--- config.mk ---
export PLATFORM = sky130hd
export DESIGN_NAME = dmem_arbiter
export DESIGN_NICKNAME = d
export VERILOG_FILES = /design/src/rtl/dmem_arb_pkg.sv /design/src/rtl/rr_arbiter2.sv /design/src/rtl/dmem_arbiter.sv
export SDC_FILE = /design/constraint.sdc
export NUM_CORES = 1
export LEC_CHECK = 0
export CAP_MARGIN = 20
export CORE_ASPECT_RATIO = 1.75
export CORE_MARGIN = 8
export CORE_UTILIZATION = 41
export CTS_CLUSTER_SIZE = 14
export DETAILED_ROUTE_END_ITERATION = 10
export PLACE_DENSITY = 0.81
export SLEW_MARGIN = 10
export SYNTH_ARGS = -nofsm -noshare
export SYNTH_HDL_FRONTEND = slang
export SYNTH_SLANG_ARGS = --single-unit
--- constraint.sdc ---
create_clock -name Clk -period 2.1 [get_ports Clk]
set_input_delay 0.21 -clock Clk [delete_from_list [all_inputs] [get_ports Clk]]
set_output_delay 0.21 -clock Clk [all_outputs]
set_load 0.05 [all_outputs]
--- src/rtl/dmem_arb_pkg.sv ---
`default_nettype none
// ============================================================================
// Module   : dmem_arb_pkg
// Brief    : Shared encodings and default widths for the data-memory arbiter.
// Revision : 1.0 - initial release
// ============================================================================
package dmem_arb_pkg;

    localparam int c_ADDR_W = 32;
    localparam int c_DATA_W = 32;
    localparam int c_LAT_W  = 3;

    localparam logic [1:0] c_ST_IDLE   = 2'd0;
    localparam logic [1:0] c_ST_ACCESS = 2'd1;
    localparam logic [1:0] c_ST_DONE   = 2'd2;

    localparam logic c_REQ_PIPE = 1'b0;
    localparam logic c_REQ_AUX  = 1'b1;

endpackage
`default_nettype wire

--- src/rtl/rr_arbiter2.sv ---
`default_nettype none
// ============================================================================
// Module   : rr_arbiter2
// Brief    : Two-way round-robin pick; pointer flips away from each winner.
// Revision : 1.0 - initial release
// ============================================================================
module rr_arbiter2
    import dmem_arb_pkg::*;
(
    input  logic Clk,
    input  logic Rst_n,
    input  logic i_req0,
    input  logic i_req1,
    input  logic i_en,
    output logic o_valid,
    output logic o_winner
);

    logic r_ptr;

    assign o_valid  = i_req0 | i_req1;
    // The pointer only matters on a tie; otherwise the lone requester wins.
    assign o_winner = (i_req0 && i_req1) ? r_ptr : i_req1;

    always_ff @(posedge Clk or negedge Rst_n) begin
        if (!Rst_n) begin
            r_ptr <= c_REQ_PIPE;
        end else if (i_en) begin
            r_ptr <= ~o_winner;
        end
    end

endmodule
`default_nettype wire

--- src/rtl/dmem_arbiter.sv ---
`default_nettype none
// ============================================================================
// Module   : dmem_arbiter
// Brief    : Sequences a fixed-latency data memory between the pipeline MEM
//            stage and an auxiliary port with a req/gnt/done handshake.
// Revision : 1.0 - initial release
// ============================================================================
module dmem_arbiter
    import dmem_arb_pkg::*;
#(
    parameter int ADDR_W  = c_ADDR_W,
    parameter int DATA_W  = c_DATA_W,
    parameter int MEM_LAT = 1
) (
    input  logic              Clk,
    input  logic              Rst_n,
    input  logic              R0_Req,
    input  logic              R0_Write,
    input  logic [ADDR_W-1:0] R0_Addr,
    input  logic [DATA_W-1:0] R0_WData,
    output logic              R0_Gnt,
    output logic              R0_Done,
    output logic [DATA_W-1:0] R0_RData,
    input  logic              R1_Req,
    input  logic              R1_Write,
    input  logic [ADDR_W-1:0] R1_Addr,
    input  logic [DATA_W-1:0] R1_WData,
    output logic              R1_Gnt,
    output logic              R1_Done,
    output logic [DATA_W-1:0] R1_RData,
    output logic [ADDR_W-1:0] Mem_Address,
    output logic [DATA_W-1:0] Mem_WriteData,
    output logic              Mem_MemWrite,
    output logic              Mem_MemRead,
    input  logic [DATA_W-1:0] Mem_ReadData,
    output logic              Busy
);

    localparam logic [c_LAT_W-1:0] c_LAT = c_LAT_W'(MEM_LAT);

    logic [1:0]         r_state;
    logic [c_LAT_W-1:0] r_cnt;
    logic               r_winner;
    logic               r_write;
    logic [ADDR_W-1:0]  r_memAddr;
    logic [DATA_W-1:0]  r_memWData;
    logic               r_memWrite;
    logic               r_memRead;
    logic               r_gnt0;
    logic               r_gnt1;
    logic               r_done0;
    logic               r_done1;
    logic [DATA_W-1:0]  r_rdata0;
    logic [DATA_W-1:0]  r_rdata1;

    logic               w_valid;
    logic               w_winner;
    logic               w_grant;
    logic               w_reqWrite;
    logic [ADDR_W-1:0]  w_reqAddr;
    logic [DATA_W-1:0]  w_reqWData;

    assign w_grant    = (r_state == c_ST_IDLE) && w_valid;
    assign w_reqWrite = w_winner ? R1_Write : R0_Write;
    assign w_reqAddr  = w_winner ? R1_Addr  : R0_Addr;
    assign w_reqWData = w_winner ? R1_WData : R0_WData;

    rr_arbiter2 u_rr (
        .Clk      (Clk),
        .Rst_n    (Rst_n),
        .i_req0   (R0_Req),
        .i_req1   (R1_Req),
        .i_en     (w_grant),
        .o_valid  (w_valid),
        .o_winner (w_winner)
    );

    always_ff @(posedge Clk or negedge Rst_n) begin
        if (!Rst_n) begin
            r_state    <= c_ST_IDLE;
            r_cnt      <= '0;
            r_winner   <= c_REQ_PIPE;
            r_write    <= 1'b0;
            r_memAddr  <= '0;
            r_memWData <= '0;
            r_memWrite <= 1'b0;
            r_memRead  <= 1'b0;
            r_gnt0     <= 1'b0;
            r_gnt1     <= 1'b0;
            r_done0    <= 1'b0;
            r_done1    <= 1'b0;
            r_rdata0   <= '0;
            r_rdata1   <= '0;
        end else begin
            r_gnt0  <= 1'b0;
            r_gnt1  <= 1'b0;
            r_done0 <= 1'b0;
            r_done1 <= 1'b0;
            case (r_state)
                c_ST_IDLE: begin
                    if (w_valid) begin
                        r_state    <= c_ST_ACCESS;
                        r_cnt      <= c_LAT;
                        r_winner   <= w_winner;
                        r_write    <= w_reqWrite;
                        r_memAddr  <= w_reqAddr;
                        r_memWData <= w_reqWData;
                        r_memWrite <= w_reqWrite;
                        r_memRead  <= ~w_reqWrite;
                        r_gnt0     <= (w_winner == c_REQ_PIPE);
                        r_gnt1     <= (w_winner == c_REQ_AUX);
                    end
                end
                c_ST_ACCESS: begin
                    if (r_cnt == c_LAT_W'(1)) begin
                        r_state    <= c_ST_DONE;
                        r_memWrite <= 1'b0;
                        r_memRead  <= 1'b0;
                        r_done0    <= (r_winner == c_REQ_PIPE);
                        r_done1    <= (r_winner == c_REQ_AUX);
                        // Only the winner's read result register is touched.
                        if (!r_write) begin
                            if (r_winner == c_REQ_AUX) begin
                                r_rdata1 <= Mem_ReadData;
                            end else begin
                                r_rdata0 <= Mem_ReadData;
                            end
                        end
                    end else begin
                        r_cnt <= r_cnt - c_LAT_W'(1);
                    end
                end
                c_ST_DONE: begin
                    r_state <= c_ST_IDLE;
                end
                default: begin
                    r_state <= c_ST_IDLE;
                end
            endcase
        end
    end

    assign R0_Gnt        = r_gnt0;
    assign R1_Gnt        = r_gnt1;
    assign R0_Done       = r_done0;
    assign R1_Done       = r_done1;
    assign R0_RData      = r_rdata0;
    assign R1_RData      = r_rdata1;
    assign Mem_Address   = r_memAddr;
    assign Mem_WriteData = r_memWData;
    assign Mem_MemWrite  = r_memWrite;
    assign Mem_MemRead   = r_memRead;
    assign Busy          = (r_state != c_ST_IDLE);

endmodule
`default_nettype wire
==> metrics.yaml <==
max_incr_delay_on_cp_ps: 510
seq_area_frac_synth_pct: 56.6
vias: 5693
part_of_the_cycle_the_worst_path_needs_pct: 94.2
layout_setup_ws_ps: 123
post_drt_wl_per_cell_um: 21.2
boundaryPins: 301
hpwl_reported_at_the_end_of_detailed_placement_mm: 16.2
internal_power_w: 0.00995
finalInstanceArea_um2: 10100
timing.setup.critical_path_class: "reg2reg"
max-vdd-ir-drop_mv: 0.877
achievable-frequency_ghz: 0.506
p_clk_share_pct: 16.1
avgViaCountPerCell: 5.47
end_kind: "flop"
syn_area_um2: 6280
cts_setup_buffers: 0
tritoncts_clock_tree: "done"
reg2reg_from: "r_cnt[1]$_DFFE_PN0P_"
worstSkewPairLatency_ps: 420
timing.hold.ws_ps: 112
drcViolationCount: 0
leakage_nw: 4.15
cp_top_family: "simple AND/OR/NAND/NOR gates"
antennaDiodeCount: 0
finClkSkew_ps: 21.9
timing.critical_path.arrival_ps: 2270
place_congestion: 0.852
grt_max_degree: 65
clkSlewWorstSetupHoldPaths_ps: 60
globalRoute.totalOverflow: 0
rsz_0062_raised_after_global_routing: "false"
cts_buffers: 17
die_x_um: 110
final.min_clock_period_ps: 1980
grt_pass1_wl_mm: 34.8
post-place-ws_ps: 97.8
port_buffers: 300
ant_nets: 0
worst-endpoint-required_ps: 2390
critPathSlowestCell: "sky130_fd_sc_hd__or3_2"
crit_path_max_fanout: 19
synth_fp_nets: 731
grt_usage_pct: 22.8
critical_path.startpoint: "r_cnt[1]$_DFFE_PN0P_"
seqPwrFrac_pct: 25.6
finish.net_count: 1009
floorplan.die_area_um2: 19700
holdCritPathClass: "in2reg"
max-slew-margin-rel_pct: 50.8
setup_viol: 0
fill_cells: 1168
drt_pass_1_iters: 4
report.final.slew_viol_count: 0
cts.sink_count: 142
area_growth_syn_to_layout_pct: 61.5
utilization_of_the_core_after_routing_pct: 66.9
start_util_pct: 41.4
yosysWarningCount: 0
total_power_density_per_cell_area_nw_per_um2: 1900
place_area_um2: 9530
min_from: "R1_Req"
ctsLongestPathBuffers: 2
die_height_um: 180
synth_area_per_cell_um2: 11.2
relative_contribution_of_combinational_cells_to_total_power_pct: 58.2
root_buffer: "sky130_fd_sc_hd__clkbuf_16"
drive_above_1_share_pct: 10.8
number_of_standard_cell_rows_in_the_floorplan: 60
drtIter0Drc: 370
sw_share_pct: 48.3
power.net_switching_w: 0.00930
cap_viol_max_count: 0
setup_tns_ps: 0
ys_types: 32
crit_path_start_kind: "flop"
fp.coreArea_um2: 15200
grt_pass1_vias: 6181
finalHoldViolations: 0
timing.critical_path.cells: "inv_1, ha_2, nand4bb_4, or3_2, buf_12, mux2_1"
htree_num_levels: 4
synth-seq-cells: 142
antenna_violations_before_repair: 0
tightest_slew_ps: 738
critical_path_buf_inv_count: 2
netlist_instances: 563
status: "finished, final reports clean"
routed_wl_mm: 22.1
## cell usage in the layout (no fill, tap or decap), drive strengths merged, types with 2 or more instances in the layout
cell / instances
clkbuf: 20
nor2: 6
nor2b: 2
bufinv: 2
nand3: 65
mux2: 64
o21ai: 68
buf: 19
a31oi: 65
clkdlybuf4s50: 297
inv: 12
ha: 2
clkinv: 2
dfrtp: 142
a21oi: 66
nand2b: 2
nand2: 5
## through the flow
| stage | cells | power [W] |
|---|---|---|
| 5_1_grt | 1040 | 0.0201 |
| 3_3_place_gp | 1007 | 0.0161 |
| 3_5_place_dp | 1007 | 0.0163 |
| 2_1_floorplan | 563 | 0.0121 |
| 6_report | 1040 | 0.0192 |
| 4_1_cts | 1040 | 0.0194 |
## cell usage after synthesis
| cell | count | area (µm²) |
|---|---|---|
| sky130_fd_sc_hd__a32o_1 | 1 | 10.0 |
| sky130_fd_sc_hd__mux2_4 | 30 | 450 |
| sky130_fd_sc_hd__mux2_1 | 34 | 383 |
| sky130_fd_sc_hd__or3_1 | 1 | 6.26 |
| sky130_fd_sc_hd__a21bo_2 | 1 | 10.0 |
| sky130_fd_sc_hd__nand3b_1 | 1 | 7.51 |
| sky130_fd_sc_hd__clkbuf_1 | 37 | 139 |
| sky130_fd_sc_hd__nor2_1 | 6 | 22.5 |
| sky130_fd_sc_hd__or2_1 | 1 | 6.26 |
| sky130_fd_sc_hd__o21ai_1 | 11 | 55.1 |
| sky130_fd_sc_hd__a311oi_1 | 1 | 8.76 |
| sky130_fd_sc_hd__dfrtp_1 | 142 | 3550 |
| sky130_fd_sc_hd__a31oi_1 | 65 | 407 |
| sky130_fd_sc_hd__a21oi_1 | 66 | 330 |
| sky130_fd_sc_hd__buf_1 | 7 | 26.3 |
| sky130_fd_sc_hd__mux2i_1 | 1 | 10.0 |
| sky130_fd_sc_hd__buf_2 | 11 | 55.1 |
| sky130_fd_sc_hd__ha_1 | 2 | 25.0 |
| sky130_fd_sc_hd__a22oi_1 | 1 | 7.51 |
| sky130_fd_sc_hd__nand2b_1 | 2 | 12.5 |
| sky130_fd_sc_hd__o2bb2ai_1 | 1 | 8.76 |
| sky130_fd_sc_hd__nor2b_1 | 2 | 12.5 |
| sky130_fd_sc_hd__nand4bb_4 | 1 | 27.5 |
| sky130_fd_sc_hd__a2bb2oi_1 | 1 | 8.76 |
| sky130_fd_sc_hd__nand3_1 | 65 | 325 |
| sky130_fd_sc_hd__inv_2 | 3 | 11.3 |
| sky130_fd_sc_hd__buf_6 | 3 | 33.8 |
| sky130_fd_sc_hd__inv_1 | 2 | 7.51 |
| sky130_fd_sc_hd__o21ai_0 | 57 | 285 |
| sky130_fd_sc_hd__a221oi_1 | 1 | 8.76 |
| sky130_fd_sc_hd__and2_1 | 1 | 6.26 |
| sky130_fd_sc_hd__nand2_1 | 5 | 18.8 |
## flip-flops by register name, indices dropped and copies added (netlist names), 2 cells and up
register and flops:
Mem_Address 32, r_state 2, R1_RData 32, r_cnt 3, R0_RData 32, Mem_WriteData 32
## worst paths after layout
kind                                       endpoint  cells after the start  slack, ps
min in group asynchronous  R1_RData[21]$_DFFE_PN0P_                      2        260
min reg2reg                R1_RData[27]$_DFFE_PN0P_                      1        490
min                                R0_Gnt$_DFF_PN0_                      2        110
max                         R0_RData[0]$_DFFE_PN0P_                      6        120
max reg2reg                 R0_RData[0]$_DFFE_PN0P_                      6        120
max in group asynchronous   R0_RData[8]$_DFFE_PN0P_                      3       1190
## power groups by stage
stage / registers, W / logic, W / clock network [W]
after CTS: 0.00494 / 0.0113 / 0.00316
final: 0.00494 / 0.0112 / 0.00310
after global routing: 0.00512 / 0.0117 / 0.00328
after global placement: 0.00490 / 0.0112 / 0
after detailed placement: 0.00496 / 0.0113 / 0
after floorplan: 0.00941 / 0.00267 / 0
## per-layer routing
metal	track usage, %	vias to the layer above	share of wire [%]
li1	-	2637	-
met2	38.1	246	53
met4	13.8	0	5.2
met5	0	-	0
met1	24.9	2751	35
met3	5.91	59	6.8
## cell type report
class | instances | area (µm²) | area share [%]
Tap cell | 186 | 233 | 2.29
Inverter | 5 | 18.8 | 0.185
Clock buffer | 20 | 457 | 4.50
Timing Repair Buffer | 317 | 3250 | 32.1
Sequential cell | 142 | 3550 | 35.0
Multi-Input combinational cell | 358 | 2480 | 24.5
Clock inverter | 12 | 148 | 1.46
## worst register-to-register path: cells and delay by family (launching register included)
kind | cells | cell delay, ps
adders and majority gates | 1 | 230
buffers and inverters | 2 | 290
DFF | 1 | 380
muxes | 1 | 320
and+or+nand+nor | 2 | 650
## logic make-up after synthesis
group                    share of synthesized area, %
AO/OA/AOI/OAI                                    18.2
flip-flops                                       56.6
AND/OR/NAND/NOR                                  7.09
multiplexers                                     13.4
buffers and inverters                            4.34
adder cells (fa/ha/maj)                         0.398
## repair_timing
action	CTS	global route
setup endpoints to repair	0	2
hold buffers	1	0
endpoints found under the hold margin	37	0
gates resized for setup	0	1
(Power assumes the default switching activity.)
